### src/rtl/hazard_control_unit_pkg.sv
// Shared definitions for the pipeline hazard controller: FSM encoding,
// the hard-wired zero register and the default counter width.
package hazard_control_unit_pkg;

  typedef enum logic {
    ST_RUN    = 1'b0,
    ST_FREEZE = 1'b1
  } hcu_state_e;

  localparam logic [4:0] REG_ZERO  = 5'd0;
  localparam int         CNT_W_DEF = 32;

  // A source register matches a destination only when it is actually read
  // and is not x0 (x0 writes are discarded, so never a real dependency).
  function automatic logic reg_match(input logic [4:0] rs,
                                     input logic       use_rs,
                                     input logic [4:0] rd);
    return use_rs && (rs != REG_ZERO) && (rs == rd);
  endfunction

endpackage

### src/rtl/hazard_control_unit_sat_counter.sv
// Saturating up-counter: holds at all-ones instead of wrapping.
module hz_sat_counter #(
  parameter int CNT_W = 32
) (
  input  logic             clk,
  input  logic             rst,
  input  logic             inc,
  output logic [CNT_W-1:0] count
);

  // Count qualifying cycles; stop at the maximum value.
  always_ff @(posedge clk) begin
    if (rst) begin
      count <= '0;
    end else if (inc && (count != {CNT_W{1'b1}})) begin
      count <= count + 1'b1;
    end
  end

endmodule

### src/rtl/hazard_control_unit.sv
// Stall/flush controller for the 5-stage pipe. Inserts bubbles for hazards
// forwarding cannot resolve, freezes the pipe on cache misses, defers a
// taken-branch flush seen during a freeze, and counts stall/bubble cycles.
//
//   state     | meaning
//   ----------+-----------------------------------------------------------
//   ST_RUN    | pipe flowing; hazards produce bubbles, taken branches flush
//   ST_FREEZE | a cache miss was seen last cycle; exits on first clear cycle
module hazard_control_unit
  import hazard_control_unit_pkg::*;
#(
  parameter int CNT_W = CNT_W_DEF
) (
  input  logic             clk,
  input  logic             rst,
  input  logic [4:0]       IFID_RS1,
  input  logic [4:0]       IFID_RS2,
  input  logic             IFID_USE_RS1,
  input  logic             IFID_USE_RS2,
  input  logic             IFID_BRANCH,
  input  logic             BRANCH_TAKEN,
  input  logic [4:0]       IDEX_RD,
  input  logic             IDEX_RegWrite,
  input  logic             IDEX_MemRead,
  input  logic [4:0]       EXMEM_RD,
  input  logic             EXMEM_MemRead,
  input  logic             ICACHE_STALL,
  input  logic             DCACHE_STALL,
  output logic             PC_WRITE,
  output logic             IFID_WRITE,
  output logic             IFID_FLUSH,
  output logic             IDEX_BUBBLE,
  output logic             PIPE_FREEZE,
  output logic [CNT_W-1:0] STALL_CYCLES,
  output logic [CNT_W-1:0] BUBBLE_CYCLES
);

  hcu_state_e state, state_next;
  logic       flush_pend;
  logic       stall_any;
  logic       match_ex, match_mem;
  logic       hz_lu, hz_ba, hz_bl, hz;

  assign stall_any = ICACHE_STALL | DCACHE_STALL;

  assign match_ex  = reg_match(IFID_RS1, IFID_USE_RS1, IDEX_RD) |
                     reg_match(IFID_RS2, IFID_USE_RS2, IDEX_RD);
  assign match_mem = reg_match(IFID_RS1, IFID_USE_RS1, EXMEM_RD) |
                     reg_match(IFID_RS2, IFID_USE_RS2, EXMEM_RD);

  // Load in EX always stalls; a branch in ID also waits on an ALU result in
  // EX or a load still in MEM, since its operands are compared in ID.
  assign hz_lu = IDEX_MemRead & match_ex;
  assign hz_ba = IFID_BRANCH & IDEX_RegWrite & ~IDEX_MemRead & match_ex;
  assign hz_bl = IFID_BRANCH & EXMEM_MemRead & match_mem;
  assign hz    = hz_lu | hz_ba | hz_bl;

  // State register.
  always_ff @(posedge clk) begin
    if (rst) state <= ST_RUN;
    else     state <= state_next;
  end

  // Next state and pipe controls; freeze beats hazard beats flush. The stall
  // inputs act combinationally, so the freeze exit cycle already flows.
  always_comb begin
    state_next  = state;
    PC_WRITE    = 1'b1;
    IFID_WRITE  = 1'b1;
    IFID_FLUSH  = 1'b0;
    IDEX_BUBBLE = 1'b0;
    PIPE_FREEZE = 1'b0;
    case (state)
      ST_RUN:    if (stall_any)  state_next = ST_FREEZE;
      ST_FREEZE: if (!stall_any) state_next = ST_RUN;
      default:   state_next = ST_RUN;
    endcase
    if (rst) begin
      state_next = ST_RUN;
    end else if (stall_any) begin
      PIPE_FREEZE = 1'b1;
      PC_WRITE    = 1'b0;
      IFID_WRITE  = 1'b0;
    end else if (hz) begin
      PC_WRITE    = 1'b0;
      IFID_WRITE  = 1'b0;
      IDEX_BUBBLE = 1'b1;
    end else begin
      IFID_FLUSH  = BRANCH_TAKEN | flush_pend;
    end
  end

  // Remember a redirect resolved while frozen so exactly one flush follows.
  always_ff @(posedge clk) begin
    if (rst)                                   flush_pend <= 1'b0;
    else if (stall_any && BRANCH_TAKEN && !hz) flush_pend <= 1'b1;
    else if (IFID_FLUSH)                       flush_pend <= 1'b0;
  end

  hz_sat_counter #(.CNT_W(CNT_W)) u_stall_cnt (
    .clk   (clk),
    .rst   (rst),
    .inc   (PIPE_FREEZE),
    .count (STALL_CYCLES)
  );

  hz_sat_counter #(.CNT_W(CNT_W)) u_bubble_cnt (
    .clk   (clk),
    .rst   (rst),
    .inc   (IDEX_BUBBLE),
    .count (BUBBLE_CYCLES)
  );

endmodule

### config.mk
export PLATFORM = sky130hd
export DESIGN_NAME = hazard_control_unit
export DESIGN_NICKNAME = d
export VERILOG_FILES = /design/src/rtl/hazard_control_unit_pkg.sv /design/src/rtl/hazard_control_unit_sat_counter.sv /design/src/rtl/hazard_control_unit.sv
export SDC_FILE = /design/constraint.sdc
export NUM_CORES = 1
export LEC_CHECK = 0
export ABC_AREA = 1
export CAP_MARGIN = 20
export CORE_UTILIZATION = 30
export DETAILED_ROUTE_END_ITERATION = 8
export GPL_ROUTABILITY_DRIVEN = 0
export SLEW_MARGIN = 5
export SYNTH_ARGS = -nofsm -noshare
export SYNTH_HDL_FRONTEND = slang
export SYNTH_SLANG_ARGS = --single-unit
### constraint.sdc
create_clock -name clk -period 1.86 [get_ports clk]
set_input_delay 0.372 -clock clk [delete_from_list [all_inputs] [get_ports clk]]
set_output_delay 0.372 -clock clk [all_outputs]
set_load 0.03 [all_outputs]
==> summary.md, run 1 <==
| Metric | Value |
|---|---|
| # H-tree levels | `3` |
| CP Data Required Time | `roughly 1500 ps` |
| CTS clk-pin slew, worst paths | `roughly 50 ps` |
| Worst hold start | `rst` |
| CP max-delay cell | `clkdlybuf4s50_1` |
| Initial DRC Count | `around 200` |
| # IOs | `100` |
| Leakage | `a little under 0.003 uW` |
| Final setup TNS | `0 ps` |
| Die ar. | `approximately 15,000 um2` |
| Number of synthesized register bits | `65` |
| # diodes | `0` |
| Starting Density | `a little under a third` |
| Synth unique cells | `36` |
| Largest net degree at the start of global routing | `31` |
| R2R Path Start | `u_bubble_cnt.count[0]` |
| Number of vias per cell | `4.51` |
| Post-route DRC | `0` |
| Setup slack, reg-to-reg | `~130 ps` |
| GRT overflow | `0` |
| Endpoints failing setup | `0` |
| Worst setup path endpoint | `IDEX_BUBBLE` |
| Worst Skew | `between 6 and 7 ps` |
| Cell count after synthesis | `roughly 670` |
| Worst Setup SP | `EXMEM_MemRead` |
| Rel. slew slack | `a little over 70%` |
| Mean area per synthesized cell | `about 6.6 um2` |
| First-pass GRT wire length | `about 21,000 um` |
| Post-synth net total | `between 600 and 700` |
| Outcome | `finished, final reports clean` |
| WL/cell | `~12 um` |
| Final layout net count | `around 850` |
| Port Buffers | `99` |
| Worst-Margin Slew | `407 ps` |
| Min cycle time layout | `1820 ps` |
| Cell Pwr Density | `around 520 nW/um2` |
| Crit. End Element | `output pin` |
| Startpoint type of the worst setup path | `input pin` |
| Crit Path Category | `in -> out` |
| CP max FO | `4` |
| Top delay family on crit path | `buffers and inverters` |
| Final worst slack | `around 37 ps` |
| Worst-Skew Late Latency | `around 340 ps` |
| Synth top cells by count | `nand2_1 (134), nor2_1 (99), inv_1 (95)` |
| Yosys top cell area share | `29.5%` |
| Count of flip-flops with a built-in enable after synthesis | `0` |
| Hold buffer count at CTS | `0` |
| Fmax | `roughly 550 MHz` |
| ANT nets after route | `0` |
| Final WL | `12,400 um` |
| CTS tree | `done` |
| Reg-to-Reg End | `u_bubble_cnt.count[20]` |
| Path depth of the worst reg2reg path | `11` |
| Ys flop type | `dfxtp_1` |
| Filler cells | `1,446` |
| Layout cells sized above 1 | `24.5%` |
| Async set-or-reset flop fraction in the synthesized netlist | `0%` |
| Fin. Hold Viols | `0` |
| CP max stage delay | `about 450 ps` |
| Power Total | `3400 uW` |
| Initial antenna violation count | `0` |
| Width of the die | `between 100 and 150 um` |
| Multi-input gate area | `2700 um2` |
| Most numerous cell in the Yosys netlist | `nand2_1` |
| First-pass detailed-route iteration total | `5` |
| Die H | `about 120 um` |
| Pre-CTS WS | `-479 ps` |
| CP bufs+invs | `4` |
| Max_cap viols | `0` |
| Slew Limit Fails | `0` |
| CP cell instances | `clkdlybuf4s50_1 -> nand2_1 -> inv_1 -> nand2_2 -> nand2_4 -> inv_4 -> nor3_4 -> buf_12` |
| Area leader, netlist | `dfxtp_1` |
| Unrepaired setup endpoints after global routing | `yes` |
| Deepest clock path buffer count | `2` |
| All-Layer GR Usage | `~18%` |
| Worst hold path type | `in -> reg` |
| WP data arrival | `roughly 1500 ps` |
| Row count | `43` |
| Synth area leaders | `dfxtp_1 (29%), nand2_1 (11%), nor2_1 (8.4%), inv_1 (8.1%), nand4_1 (4.3%)` |
| Clock sinks | `between 60 and 70` |
| Register area share after synthesis | `~30%` |
| Stages on the worst setup path | `8` |
| Core area | `~14,000 um2` |
| Via Count | `between 4,000 and 5,000` |
| Storage cell area | `around 1300 um2` |
| Cts bufs inserted | `9` |
| Vias in the first global route | `between 4,000 and 5,000` |
| Synthesized cell area | `~4400 um2` |
| VDD IR max | `roughly 0.37 mV` |
| Root buf cell | `clkbuf_16` |
| Layout area overhead | `47.7%` |
| Synth warn | `0` |
| DP HPWL | `~9500 um` |
| Period utilisation layout | `98.0%` |
==> metal layers <==
metal / GRT usage (%) / part of all wire (%) / up-vias
li1: - / - / 2415
met1: 21.7 / 45 / 2019
met3: 5.07 / 5.4 / 18
met2: 29.5 / 48 / 80
met4: 5.05 / 1.7 / 0
met5: 0 / 0 / -
==> tightest hold or removal path, delay by kind of cell <==
family | cells | cell delay, ps
AOI/OAI and AO/OA | 1 | 40
buffers and inverters | 2 | 300
==> cell usage in the layout, fill, tap and decap left out, types with 14 or more instances in the layout <==
cell type	instances
inv_2	17
o21bai_1	22
clkdlybuf4s50_1	37
inv_1	89
nor3_1	20
nand2_1	131
a21oi_1	23
dfxtp_1	61
buf_4	59
nor2_1	89
nand4_1	30
dlymetal6s2s_1	18
nand3_1	24
dlygate4sd2_1	19
xor2_1	14
==> worst min-delay path by stage <==
stage | end | cells past startpoint
after floorplan | flush_pend | 2
after global placement | flush_pend | 2
after detailed placement | flush_pend | 2
after CTS | flush_pend | 2
after global routing | u_stall_cnt.count[11] | 3
final | u_stall_cnt.count[11] | 3
==> report_power, final <==
| part | switching, uW | internal [uW] |
|---|---|---|
| Clock | 627 | 996 |
| Combinational | 192 | 181 |
| Sequential | 4.77 | 1400 |
| Total | 824 | 2580 |
==> per-stage QoR <==
| stage | instance area, um2 | hold WS (ps) | cells | util (%) |
|---|---|---|---|---|
| 3_3_place_gp | 5960 | 452 | 979 | 42.3 |
| 3_5_place_dp | 5960 | 480 | 979 | 42.3 |
| 4_1_cts | 6290 | 485 | 997 | 44.6 |
| 6_report | 6520 | 419 | 1004 | 46.2 |
| 2_1_floorplan | 4430 | 441 | 665 | - |
| 5_1_grt | 6520 | 430 | 1004 | 46.2 |
==> registers in the layout (all words and copies together) (netlist names) <==
register / count
u_bubble_cnt.count: 32
u_stall_cnt.count: 32
flush_pend: 1
==> cell families (layout without fill, tap and decap cells) <==
group / count (synthesis) / after routing / synth area share [%]
fa+ha+maj: 2 / 2 / 0.567
buf+inv: 138 / 297 / 13.2
flops: 65 / 65 / 29.5
xor+xnor: 23 / 23 / 4.56
compound gates: 68 / 68 / 9.35
simple gates: 369 / 369 / 42.9
==> what timing repair did <==
action / CTS / global route
buffers inserted: 3 / 8
resized for setup: 141 / 51
gates cloned: 0 / 0
endpoints found under the setup margin: 37 / 62
pin swaps: 36 / 26
==> area by class of cell <==
type | count | area share (%)
clock buffer | 12 | 4.09
tap | 180 | 3.45
sequential | 65 | 20.0
inverter | 120 | 6.95
clock inverter | 3 | 0.230
timing repair buffer | 162 | 23.9
multi-input combinational | 462 | 41.4
No activity file was read; power rests on OpenSTA's default activity.
==> run 2, diff against run 1 <==
==> constraint.sdc (replaced) <==
create_clock -name clk -period 1.55 [get_ports clk]
set_input_delay 0.31 -clock clk [delete_from_list [all_inputs] [get_ports clk]]
set_output_delay 0.31 -clock clk [all_outputs]
set_load 0.03 [all_outputs]
==> run 2 against run 1 <==
The run now ends with setup timing left. Register-to-register slack worse by 310 ps. Clock skew rose by 1.5 ps. Wire length increased by 17%. Critical endpoint unchanged. Critical path type unchanged. Sequential power up 19%.
==> summary.md, run 2 (same netlist as run 1, synthesis figures left out) <==
| Metric | Value |
|---|---|
| CTS clk-pin slew, worst paths | `approximately 60 ps` |
| CP cell instances | `clkdlybuf4s50_1 -> buf_4 -> buf_4 -> nor3_4 -> buf_12` |
| CP bufs+invs | `4` |
| GRT overflow | `0` |
| # IOs | `100` |
| All-Layer GR Usage | `19.7%` |
| Switching power | `~1100 uW` |
| Logic pwr share | `about an eighth` |
| CTS tree | `done` |
| Largest net degree at the start of global routing | `22` |
| Final WL | `roughly 15,000 um` |
| Final worst slack | `-244 ps` |
| Port Buffers | `99` |
| Worst Skew | `~7.6 ps` |
| Initial antenna violation count | `0` |
| Final layout net count | `roughly 980` |
| Pint | `roughly 3500 uW` |
| Root buf cell | `clkbuf_16` |
| Crit. End Element | `output pin` |
| Switching share of total power | `23.3%` |
| Outcome | `finished with violations` |
| Starting Density | `a little under a third` |
| Worst-Skew Late Latency | `about 340 ps` |
| DP HPWL | `~10,000 um` |
| Width of the die | `~120 um` |
| Multi-input gate area | `around 3200 um2` |
| Rel. slew slack | `between 70 and 80%` |
| Fin. Hold Viols | `0` |
| Storage cell area | `approximately 1400 um2` |
| Fmax | `between 500 and 600 MHz` |
| Number of vias per cell | `between 4 and 5` |
| Unrepaired setup endpoints after global routing | `yes` |
| Cts bufs inserted | `9` |
| Worst-Margin Slew | `368 ps` |
| Endpoints failing setup | `62` |
| Worst hold start | `flush_pend` |
| Most frequent cells in the layout | `buf_4 (147), nand2_1 (106), inv_1 (88), nor2_1 (79), dlygate4sd2_1 (56)` |
| Hold buffer count at CTS | `0` |
| Startpoint type of the worst setup path | `input pin` |
| Via Count | `around 5,200` |
| Layout cells sized above 1 | `~48%` |
| R2R Path Start | `u_bubble_cnt.count[0]` |
| WL/cell | `between 10 and 15 um` |
| Clock Power Share | `51.1%` |
| Die ar. | `roughly 15,000 um2` |
| Cell Pwr Density | `around 560 nW/um2` |
| # H-tree levels | `3` |
| Most frequent CP cell | `buf_4` |
| Placed cell areas | `6950 um2` |
| CP max stage delay | `between 400 and 500 ps` |
| CP max FO | `4` |
| # diodes | `0` |
| CP Data Required Time | `approximately 1200 ps` |
| Max_cap viols | `0` |
| Vias in the first global route | `about 5,000` |
| Die H | `between 100 and 150 um` |
| ANT nets after route | `0` |
| Fin util | `just under 60%` |
| VDD IR max | `0.562 mV` |
| First-pass detailed-route iteration total | `4` |
| Initial DRC Count | `between 150 and 200` |
| Filler cells | `between 1,000 and 1,500` |
| Deepest clock path buffer count | `2` |
| WP data arrival | `approximately 1500 ps` |
| CP max-delay cell | `clkdlybuf4s50_1` |
| Top delay family on crit path | `buffers and inverters` |
| Row count | `between 40 and 50` |
| Slew Limit Fails | `0` |
| Largest registers | `u_bubble_cnt.count x32, u_stall_cnt.count x32, flush_pend x1` |
| Fin area | `roughly 8000 um2` |
| Worst Setup SP | `rst` |
| Core area | `around 14,000 um2` |
| Final setup TNS | `-6060 ps` |
| Crit Path Category | `in -> out` |
| Period utilisation layout | `116%` |
| Leakage | `0.00379 uW` |
| Reg power frac | `36.8%` |
| Layout area overhead | `85.0%` |
| Power Total | `4560 uW` |
| Clock sinks | `65` |
| First-pass GRT wire length | `roughly 23,000 um` |
| Worst hold path type | `reg -> reg` |
| Failing checks | `setup timing` |
| Commonest non-fill, non-tap cell in the layout | `buf_4` |
| Min cycle time layout | `1790 ps` |
| Post-route DRC | `0` |
## run 2: cell types whose count changed in the layout (fill, tap and decap cells not counted), moves of 13 or more
cell,delta
dfxtp_1,-51
nand2_2,+17
nand2_1,-25
nor2_4,+13
buf_6,+27
clkdlybuf4s50_1,-34
dfxtp_2,+42
dlymetal6s2s_1,-18
buf_4,+88
dlygate4sd2_1,+37
## run 2: power by group through the flow
stage / Clock [uW] / Sequential (uW) / Combinational, uW
4_1_cts: 2370 / 1680 / 526
2_1_floorplan: 0 / 1730 / 216
6_report: 2330 / 1680 / 552
5_1_grt: 2450 / 1680 / 592
3_5_place_dp: 0 / 1710 / 456
3_3_place_gp: 0 / 1710 / 453
## run 2: worst paths after layout
path         slack, ps  cells past startpoint               endpoint
min                460                      2             flush_pend
min reg2reg        460                      2             flush_pend
max               -240                      5            IDEX_BUBBLE
max reg2reg       -180                     11  u_bubble_cnt.count[0]
## run 2: timing repair
action,CTS,global route
endpoints found under the setup margin,134,79
gates cloned,2,0
gates resized for setup,279,88
pin swaps,93,65
setup buffers,32,11
## run 2: metal layers
metal | global-route usage, % | share of wire [%] | vias to the layer above
met1 | 24.8 | 45 | 2394
li1 | - | - | 2674
met5 | 0 | 0 | -
met2 | 33.7 | 50 | 103
met4 | 4.97 | 1.1 | 0
met3 | 4.38 | 3.7 | 15
## run 2: layout make-up
cell class	count	share of cell area, %
multi-input combinational	463	39.4
timing repair buffer	284	30.9
tap	180	2.76
sequential	65	17.1
inverter	120	5.67
clock inverter	4	0.889
clock buffer	12	3.28
## run 2: per-stage QoR
stage               setup WS (ps)  cells  hold WS (ps)
detailed placement           -734   1070           464
finish                       -244   1128           464
CTS                          -297   1120           471
global route                 -341   1128           502
floorplan                    -179    665           441
global placement             -689   1070           465
## run 2: tightest hold or removal path: stages (launching register included)
cell and delay, ps:
dfxtp_1 310, nand2_1 60, a21oi_1 50
